<file path="config.mk">
export PLATFORM = sky130hd
export DESIGN_NAME = diferencial_receptor_lanes_flat
export DESIGN_NICKNAME = d
export VERILOG_FILES = /design/src/rtl/diferencial_receptor_lanes_if.sv /design/src/rtl/diferencial_receptor_lanes.sv /design/src/flat_wrapper.sv
export SDC_FILE = /design/constraint.sdc
export NUM_CORES = 1
export LEC_CHECK = 0
export BUFFER_PORTS_ARGS = -buffer_cell sky130_fd_sc_hd__buf_4
export CORE_UTILIZATION = 30
export DETAILED_ROUTE_END_ITERATION = 7
export GPL_ROUTABILITY_DRIVEN = 0
export PLACE_DENSITY = 0.47
export SETUP_SLACK_MARGIN = 0.1
export SYNTH_ARGS = -nofsm -noshare
export SYNTH_HDL_FRONTEND = slang
export SYNTH_SLANG_ARGS = --single-unit
</file>
<file path="constraint.sdc">
create_clock -name clk -period 1.45 [get_ports clk]
set_input_delay 0.2175 -clock clk [delete_from_list [all_inputs] [get_ports clk]]
set_output_delay 0.2175 -clock clk [all_outputs]
set_load 0.1 [all_outputs]
</file>
<file path="src/rtl/diferencial_receptor_lanes_if.sv">
// Differential receiver lane bundle: per-lane D+/D- inputs, global enable,
// and the decoded bit / symbol-valid / electrical-idle outputs.
// master drives the line and the enable; slave is the receiver.
interface diferencial_receptor_lanes_if #(
    parameter int LANES = 1
) ();
    logic             enb;
    logic [LANES-1:0] dp;
    logic [LANES-1:0] dn;
    logic [LANES-1:0] salida;
    logic [LANES-1:0] valido;
    logic [LANES-1:0] rx_elec_idle;

    modport master (
        output enb,
        output dp,
        output dn,
        input  salida,
        input  valido,
        input  rx_elec_idle
    );

    modport slave (
        input  enb,
        input  dp,
        input  dn,
        output salida,
        output valido,
        output rx_elec_idle
    );
endinterface

</file>
<file path="src/rtl/diferencial_receptor_lanes.sv">
// Clocked multi-lane differential receiver.
// Each lane registers its D+/D- pair, classifies the sample (valid when
// dp != dn, bit = dp), and runs an IDLE/EXIT/ACTIVE state machine that
// debounces electrical-idle entry and exit. In ACTIVE each valid sample
// yields salida = bit XOR previous valid bit with valido = 1.
// Latency: input stable before edge n appears on the outputs after edge n+1.
// Optional build macro DIFRX_SYNC_EN: inserts a two-flop synchronizer per
// dp/dn bit ahead of stage 1 (two extra cycles of latency).
module diferencial_receptor_lanes #(
    parameter int LANES       = 1,
    parameter int IDLE_CYCLES = 4,
    parameter int EXIT_CYCLES = 2,
    parameter int CNT_W       = 4
) (
    input  logic                         clk,
    input  logic                         rst,
    diferencial_receptor_lanes_if.slave  bus
);

    typedef enum logic [1:0] {
        ST_IDLE   = 2'd0,
        ST_EXIT   = 2'd1,
        ST_ACTIVE = 2'd2
    } state_t;

    localparam logic [CNT_W-1:0] IDLE_TGT = CNT_W'(IDLE_CYCLES);
    localparam logic [CNT_W-1:0] EXIT_TGT = CNT_W'(EXIT_CYCLES);
    localparam logic [CNT_W-1:0] CNT_ONE  = CNT_W'(1);

    logic [LANES-1:0] w_dp_in;
    logic [LANES-1:0] w_dn_in;
    logic [LANES-1:0] r_dp_q;
    logic [LANES-1:0] r_dn_q;

`ifdef DIFRX_SYNC_EN
    logic [LANES-1:0] r_dp_s1;
    logic [LANES-1:0] r_dp_s2;
    logic [LANES-1:0] r_dn_s1;
    logic [LANES-1:0] r_dn_s2;

    // two-flop synchronizer on every dp/dn bit, frozen by enb like the rest
    always_ff @(posedge clk) begin
        if (rst) begin
            r_dp_s1 <= '0;
            r_dp_s2 <= '0;
            r_dn_s1 <= '0;
            r_dn_s2 <= '0;
        end else if (bus.enb) begin
            r_dp_s1 <= bus.dp;
            r_dp_s2 <= r_dp_s1;
            r_dn_s1 <= bus.dn;
            r_dn_s2 <= r_dn_s1;
        end
    end

    assign w_dp_in = r_dp_s2;
    assign w_dn_in = r_dn_s2;
`else
    assign w_dp_in = bus.dp;
    assign w_dn_in = bus.dn;
`endif

    // stage 1: capture the line pair for evaluation on the following edge
    always_ff @(posedge clk) begin
        if (rst) begin
            r_dp_q <= '0;
            r_dn_q <= '0;
        end else if (bus.enb) begin
            r_dp_q <= w_dp_in;
            r_dn_q <= w_dn_in;
        end
    end

    for (genvar g = 0; g < LANES; g++) begin : g_lane
        state_t           r_state;
        state_t           w_state_nxt;
        logic [CNT_W-1:0] r_cnt;
        logic [CNT_W-1:0] w_cnt_nxt;
        logic [CNT_W-1:0] w_cnt_inc;
        logic             r_prev;
        logic             w_prev_nxt;
        logic             r_salida;
        logic             w_salida_nxt;
        logic             r_valido;
        logic             w_valido_nxt;
        logic             r_idle;
        logic             w_idle_nxt;
        logic             w_valid;
        logic             w_bit;

        assign w_valid   = r_dp_q[g] ^ r_dn_q[g];
        assign w_bit     = r_dp_q[g];
        // debounce counter saturates instead of wrapping
        assign w_cnt_inc = (r_cnt == '1) ? r_cnt : r_cnt + CNT_ONE;

        // stage 2 state, counter, previous bit and registered outputs
        always_ff @(posedge clk) begin
            if (rst) begin
                r_state  <= ST_IDLE;
                r_cnt    <= '0;
                r_prev   <= 1'b0;
                r_salida <= 1'b0;
                r_valido <= 1'b0;
                r_idle   <= 1'b1;
            end else if (bus.enb) begin
                r_state  <= w_state_nxt;
                r_cnt    <= w_cnt_nxt;
                r_prev   <= w_prev_nxt;
                r_salida <= w_salida_nxt;
                r_valido <= w_valido_nxt;
                r_idle   <= w_idle_nxt;
            end
        end

        // next-state decode; rx_elec_idle follows the state being entered
        always_comb begin
            w_state_nxt  = r_state;
            w_cnt_nxt    = r_cnt;
            w_prev_nxt   = r_prev;
            w_salida_nxt = 1'b0;
            w_valido_nxt = 1'b0;
            unique case (r_state)
                ST_IDLE: begin
                    if (w_valid) begin
                        w_prev_nxt = w_bit;
                        if (EXIT_CYCLES == 1) begin
                            w_state_nxt = ST_ACTIVE;
                            w_cnt_nxt   = '0;
                        end else begin
                            w_state_nxt = ST_EXIT;
                            w_cnt_nxt   = CNT_ONE;
                        end
                    end else begin
                        w_cnt_nxt = '0;
                    end
                end
                ST_EXIT: begin
                    if (w_valid) begin
                        w_prev_nxt = w_bit;
                        if (w_cnt_inc >= EXIT_TGT) begin
                            w_state_nxt = ST_ACTIVE;
                            w_cnt_nxt   = '0;
                        end else begin
                            w_cnt_nxt = w_cnt_inc;
                        end
                    end else begin
                        w_state_nxt = ST_IDLE;
                        w_cnt_nxt   = '0;
                    end
                end
                ST_ACTIVE: begin
                    if (w_valid) begin
                        w_valido_nxt = 1'b1;
                        w_salida_nxt = w_bit ^ r_prev;
                        w_prev_nxt   = w_bit;
                        w_cnt_nxt    = '0;
                    end else if (w_cnt_inc >= IDLE_TGT) begin
                        w_state_nxt = ST_IDLE;
                        w_cnt_nxt   = '0;
                    end else begin
                        w_cnt_nxt = w_cnt_inc;
                    end
                end
                default: begin
                    w_state_nxt = ST_IDLE;
                    w_cnt_nxt   = '0;
                end
            endcase
            w_idle_nxt = (w_state_nxt != ST_ACTIVE);
        end

        assign bus.salida[g]       = r_salida;
        assign bus.valido[g]       = r_valido;
        assign bus.rx_elec_idle[g] = r_idle;
    end

endmodule

</file>
<file path="src/flat_wrapper.sv">
// flat-port wrapper written by rule: the top's interface ports become plain ports
module diferencial_receptor_lanes_flat 
#(
    parameter int LANES       = 1,
    parameter int IDLE_CYCLES = 4,
    parameter int EXIT_CYCLES = 2,
    parameter int CNT_W       = 4
)
  (clk, rst, bus_enb, bus_dp, bus_dn, bus_salida, bus_valido, bus_rx_elec_idle);
  diferencial_receptor_lanes_if #(.LANES(LANES)) bus_i ();
  input  logic clk;
  input  logic rst;
  input wire logic [$bits(bus_i.enb)-1:0] bus_enb;
  input wire logic [$bits(bus_i.dp)-1:0] bus_dp;
  input wire logic [$bits(bus_i.dn)-1:0] bus_dn;
  output wire logic [$bits(bus_i.salida)-1:0] bus_salida;
  output wire logic [$bits(bus_i.valido)-1:0] bus_valido;
  output wire logic [$bits(bus_i.rx_elec_idle)-1:0] bus_rx_elec_idle;
  assign bus_i.enb = bus_enb;
  assign bus_i.dp = bus_dp;
  assign bus_i.dn = bus_dn;
  assign bus_salida = bus_i.salida;
  assign bus_valido = bus_i.valido;
  assign bus_rx_elec_idle = bus_i.rx_elec_idle;
  diferencial_receptor_lanes #(.LANES(LANES), .IDLE_CYCLES(IDLE_CYCLES), .EXIT_CYCLES(EXIT_CYCLES), .CNT_W(CNT_W)) u_core (.clk(clk), .rst(rst), .bus(bus_i));
endmodule
</file>
# == Yosys cells after proc, flatten, opt, wreduce, memory -nomap -nowiden ==
# Cells that the tools add are included.
# totals
register_bits,12
latchBits,0
mem_bits_rw,0
mem_bits_ro,0
input_bits,5
output_inout_bits,3
wordCells,37
memories,0
# op_classes
addsub,1
multipliers,0
n_div,0
magnitude_cmp,2
eq_ne,4
n_shift,0
muxes,17
bitwise_logic,2
n_reduce_logical,3
# op_table
op,n
$mux W4,5
$pmux W4 S3,1
$mux W2,5
$pmux W2 S3,1
$mux W1,5
$add A4 B1 Y4 const B,1
$eq A4 B4 Y1 const B,1
$ge A4 B2 Y1 const B,1
$ge A4 B3 Y1 const B,1
$reduce_and A3 Y1,1
$reduce_or A3 Y1,1
$eq A2 B1 Y1 const B,1
$eq A2 B2 Y1 const B,1
$logic_not A2 Y1,1
$ne A2 B2 Y1 const B,1
$xor A1 B1 Y1,2

# == Depth between registers and ports, before layout ==
# depth
depth_word,7
mapped_depth,5
ltp_nobuf,5

# == Worst setup path after synthesis ==
# Ideal clock, no wire load.
# synth_path
kind,reg-to-reg
startpoint,register u_core.g_lane[0].r_cnt[0]
endpoint,register u_core.g_lane[0].r_state[0]
setup_time_ns,0.064
arrival_ns,1.413
required_time_ns,1.386
setup_slack_ns,-0.027
path_stages_with_launch,6
path_buffers,0
period_less_slack_ns,1.477
cell_sequence,dfxtp_1 ha_1 nor4bb_1 a21oi_1 o32a_1 nor2_1
# synth_via
elab_chain_cells,6
elab_cells_between_ends,10
cone_classes,add/sub: 1; order compare: 2; eq/ne: 1; mux: 6
# synth_rtl
item,line_no,source
start: declaration,diferencial_receptor_lanes.sv:77,logic [CNT_W-1:0] r_cnt;
start signal: assignment,diferencial_receptor_lanes.sv:107,r_cnt <= w_cnt_nxt;
$add A4 B1 Y4 or $eq A4 B4 Y1 (tied branches),diferencial_receptor_lanes.sv:94,assign w_cnt_inc = (r_cnt == '1) ? r_cnt : r_cnt + CNT_ONE;
$mux W4 (*),diferencial_receptor_lanes.sv:94,
$ge A4 B3 Y1 or $ge A4 B2 Y1 (tied branches),"diferencial_receptor_lanes.sv:157, diferencial_receptor_lanes.sv:140",
$mux W2 (on tied branches),"diferencial_receptor_lanes.sv:157, diferencial_receptor_lanes.sv:140",
$mux W2 (on tied branches),"diferencial_receptor_lanes.sv:152, diferencial_receptor_lanes.sv:138",
$pmux W2 S3 (*),diferencial_receptor_lanes.sv:122,unique case (r_state)
end signal: assignment,diferencial_receptor_lanes.sv:106,r_state <= w_state_nxt;
end: declaration,diferencial_receptor_lanes.sv:75,state_t r_state;
# Mark *: on every way between the ends. The rest lies on a longest branch, timed or not.
# A chain may end at the register's enable or synchronous reset.

# == Final worst setup path ==
# layout_path
startpoint,register u_core.g_lane[0].r_cnt[1]
endpoint,register u_core.g_lane[0].r_state[0]
# Same word-level chain as after synthesis.

==> run metrics <==
status complete, but fails checks; failing checks setup timing; FF-to-FF End u_core.g_lane[0].r_state[0]; 1st-iter DRT viols 3; Register-to-Register Path Depth 5; area of the mapped netlist 653.1 um2; pin count of the biggest net entering global routing 22; synthesized net count 79; CP startpoint kind flip-flop; Distinct cells, synth 33; power per cell area 896.5 nW/um2; Total Power 0.7258 mW; critical path type reg -> reg; launching point of the worst reg2reg path u_core.g_lane[0].r_cnt[1]; max-cap violation count 0; CTS tree done; IR drop worst, VDD 0.0004501 V; Initial Utilization 32.62%; synth warn 0; share of total power in the clock network 36.8%; drt drc 0; area occupied by multi-input gates 412.9 um2; Leak 0.3134 nW; Post-Syn Instances 73; Worst EP required 1670 ps; register area 247.7 um2; sink of the worst hold path u_core.g_lane[0].w_bit; DP Worst Slack -3.240 ps; layout cells sized above 1 39.02%; Die Y 48.66 um; reg-to-reg slack, setup -20 ps; vias in the first global route 493; Hold Crit Depth 3; CTS Buf Count 3; CP endpoint kind flip-flop; Slew @ Worst Pin 293.1 ps; Clock Skews 8.767 ps; Tmin final 1468 ps; Post-synth EDFFs 0; Worst-path clk slew 80 ps; combinational share of power 13.8%; # port buffers 7; GRT Residual Overflow 0; Slew HR 80.43%; Root Driver clkbuf_4; Slew Viols, Final 0; post-route ant nets 0; RSZ-0062 raised after global routing true; n_diodes 0; Final WS setup -18.09 ps; Post-synth top flop dfxtp_1; maximum buffer depth of the clock tree 2; Final Cycle Share 101.2%; CTS sink cnt 12; NumNets Final 89; Detailed Place HPWL 884.4 um; Max Clk Rate 681.2 MHz; Syn Area/Cell 8.947 um2; final hold viol count 0; Core Region 2002 um2; Max FO, Critical Path 4; GRT Util Overall 12.65%; area delta synth->final 23.95%; initial antenna violation count 0; drt total wl 1346 um; switching power share of the total 24.86%; fillers 216; chip width 48.66 um; sequential power share 49.3%; std cell rows 16; Cell Int Power 0.5453 mW; Worst Hold Class in -> reg; crit path DAT 1690 ps; Sw Pwr 0.1804 mW; Synth Register Bits 12; io pins 8; final setup fails 2; hold_sp bus_dp; total number of vias 567; Routed WL per cell 12.35 um; Clock Latency Late Sink 280 ps; design area 809.5 um2; Detailed Routing Iterations Pass 1 2; first-pass GRT wire length 2249 um; H-tree depth 1; Placed Area 734.5 um2; via-per-instance ratio 5.202; asr flop ratio synth 0%; Seq/Total Area, Yosys 36.78%; die area 2368 um2
-- through the flow --
stage               utilization [%]  setup TNS, ps  hold WS (ps)  instances
global placement              36.69              0         452.8        104
floorplan                         -              0         364.7         73
CTS                           39.31         -4.631         174.8        109
finish                        40.44         -19.95         183.4        109
global route                  40.44         -105.2         196.0        109
detailed placement            36.69         -3.240         466.8        104
-- how the worst max path moves through the flow --
stage / from / endpoint / slack [ps] / cells after the start
global placement: u_core.g_lane[0].r_cnt[1] / u_core.g_lane[0].r_state[0] / 10 / 5
finish: u_core.g_lane[0].r_cnt[1] / u_core.g_lane[0].r_state[0] / -20 / 5
CTS: u_core.g_lane[0].r_cnt[1] / u_core.g_lane[0].r_state[0] / -5 / 5
detailed placement: u_core.g_lane[0].r_cnt[0] / u_core.g_lane[0].r_state[0] / -3 / 5
floorplan: u_core.g_lane[0].r_cnt[0] / u_core.g_lane[0].r_state[0] / 110 / 5
global route: u_core.g_lane[0].r_cnt[1] / u_core.g_lane[0].r_state[0] / -60 / 5
-- routing by layer --
layer  vias to the layer above  global-route usage [%]  share of wire [%]
li1                        282                       -                  -
met1                       271                   16.15                 49
met2                         9                   18.75                 44
met3                         5                   5.660                4.4
met4                         0                   4.412                1.9
met5                         -                       0                  0
-- placed cells by master, fill, tap and decap left out --
| cell | Yosys | routed |
|---|---|---|
| o41ai_2 | 0 | 1 |
| o211a_1 | 1 | 1 |
| clkbuf_8 | 0 | 1 |
| inv_1 | 1 | 1 |
| dfxtp_4 | 0 | 1 |
| nor4bb_1 | 1 | 1 |
| dfxtp_1 | 12 | 8 |
| xor2_1 | 1 | 1 |
| buf_4 | 0 | 10 |
| nor2_1 | 7 | 7 |
| clkbuf_4 | 0 | 3 |
| o21ai_0 | 2 | 2 |
| nand3_1 | 4 | 4 |
| a21oi_2 | 0 | 1 |
| nor3b_1 | 3 | 3 |
| nor4b_2 | 0 | 1 |
| or4b_1 | 1 | 1 |
| mux2i_1 | 3 | 3 |
| xor2_2 | 1 | 1 |
| xnor2_1 | 2 | 1 |
| a21o_2 | 1 | 1 |
| nand2b_1 | 1 | 1 |
| a31o_2 | 3 | 3 |
| dfxtp_2 | 0 | 3 |
| ha_4 | 0 | 1 |
| o31a_1 | 1 | 1 |
| xnor2_2 | 0 | 1 |
| o32a_1 | 1 | 1 |
| nor3_1 | 2 | 2 |
| a21oi_1 | 5 | 4 |
| nor2_2 | 1 | 1 |
| or2_2 | 1 | 1 |
| nand2_1 | 5 | 5 |
| o211ai_1 | 1 | 1 |
| a31oi_1 | 2 | 2 |
| and2_4 | 0 | 1 |
| or2b_2 | 1 | 1 |
-- power groups by stage --
| stage | logic, mW | registers [mW] | clock network (mW) |
|---|---|---|---|
| 6_report | 0.100 | 0.358 | 0.267 |
| 2_1_floorplan | 0.0768 | 0.361 | 0 |
| 3_5_place_dp | 0.0949 | 0.365 | 0 |
| 4_1_cts | 0.0952 | 0.357 | 0.283 |
| 3_3_place_gp | 0.0957 | 0.364 | 0 |
| 5_1_grt | 0.110 | 0.360 | 0.303 |
-- critical path, cell delays in order (launching register included) --
cell and delay, ps:
dfxtp_2 350, ha_4 250, nor4bb_1 260, a21oi_1 160, o32a_1 310, nor2_1 70
-- repair_timing --
action / CTS / global route
resized for setup: 3 / 4
setup endpoints to repair: 4 / 5
buffers inserted: 1 / 0
hold buffers: 0 / 0
pin swaps: 3 / 1
-- kinds of logic after synthesis --
family	Yosys count	share of synthesized area, %
multiplexers	3	4.598
buffers and inverters	6	6.129
adder cells (fa/ha/maj)	1	1.915
AO/OA/AOI/OAI	18	19.54
XOR/XNOR	4	6.515
AND/OR/NAND/NOR	29	24.53
flip-flops	12	36.78
-- state kept, by name, indices dropped and copies added, names as in the netlist --
name                     flops
u_core.g_lane.r_state        2
u_core.g_lane.w_bit          1
u_core.bus.rx_elec_idle      1
u_core.bus.valido            1
u_core.bus.salida            1
u_core.g_lane.r_cnt          4
u_core.r_dn_q                1
u_core.g_lane.r_prev         1
-- cells in the mapped netlist, types with 2 or more instances --
library cell,n,area (um2)
nor3b_1,3,22.52
mux2i_1,3,30.03
nand2_1,5,18.77
o21ai_0,2,10.01
dfxtp_1,12,240.2
a31o_2,3,26.28
buf_6,2,22.52
buf_2,2,10.01
a21oi_1,5,25.02
a31oi_1,2,12.51
nor3_1,2,10.01
nand3_1,4,20.02
nor2_1,7,26.28
xnor2_1,2,17.52
-- area by class of cell --
type / instances / share of cell area (%)
clock buffer: 4 / 4.482
sequential: 12 / 30.60
multi-input combinational: 55 / 51.00
timing repair buffer: 10 / 9.274
inverter: 1 / 0.4637
tap: 27 / 4.173
(Power assumes the default switching activity.)
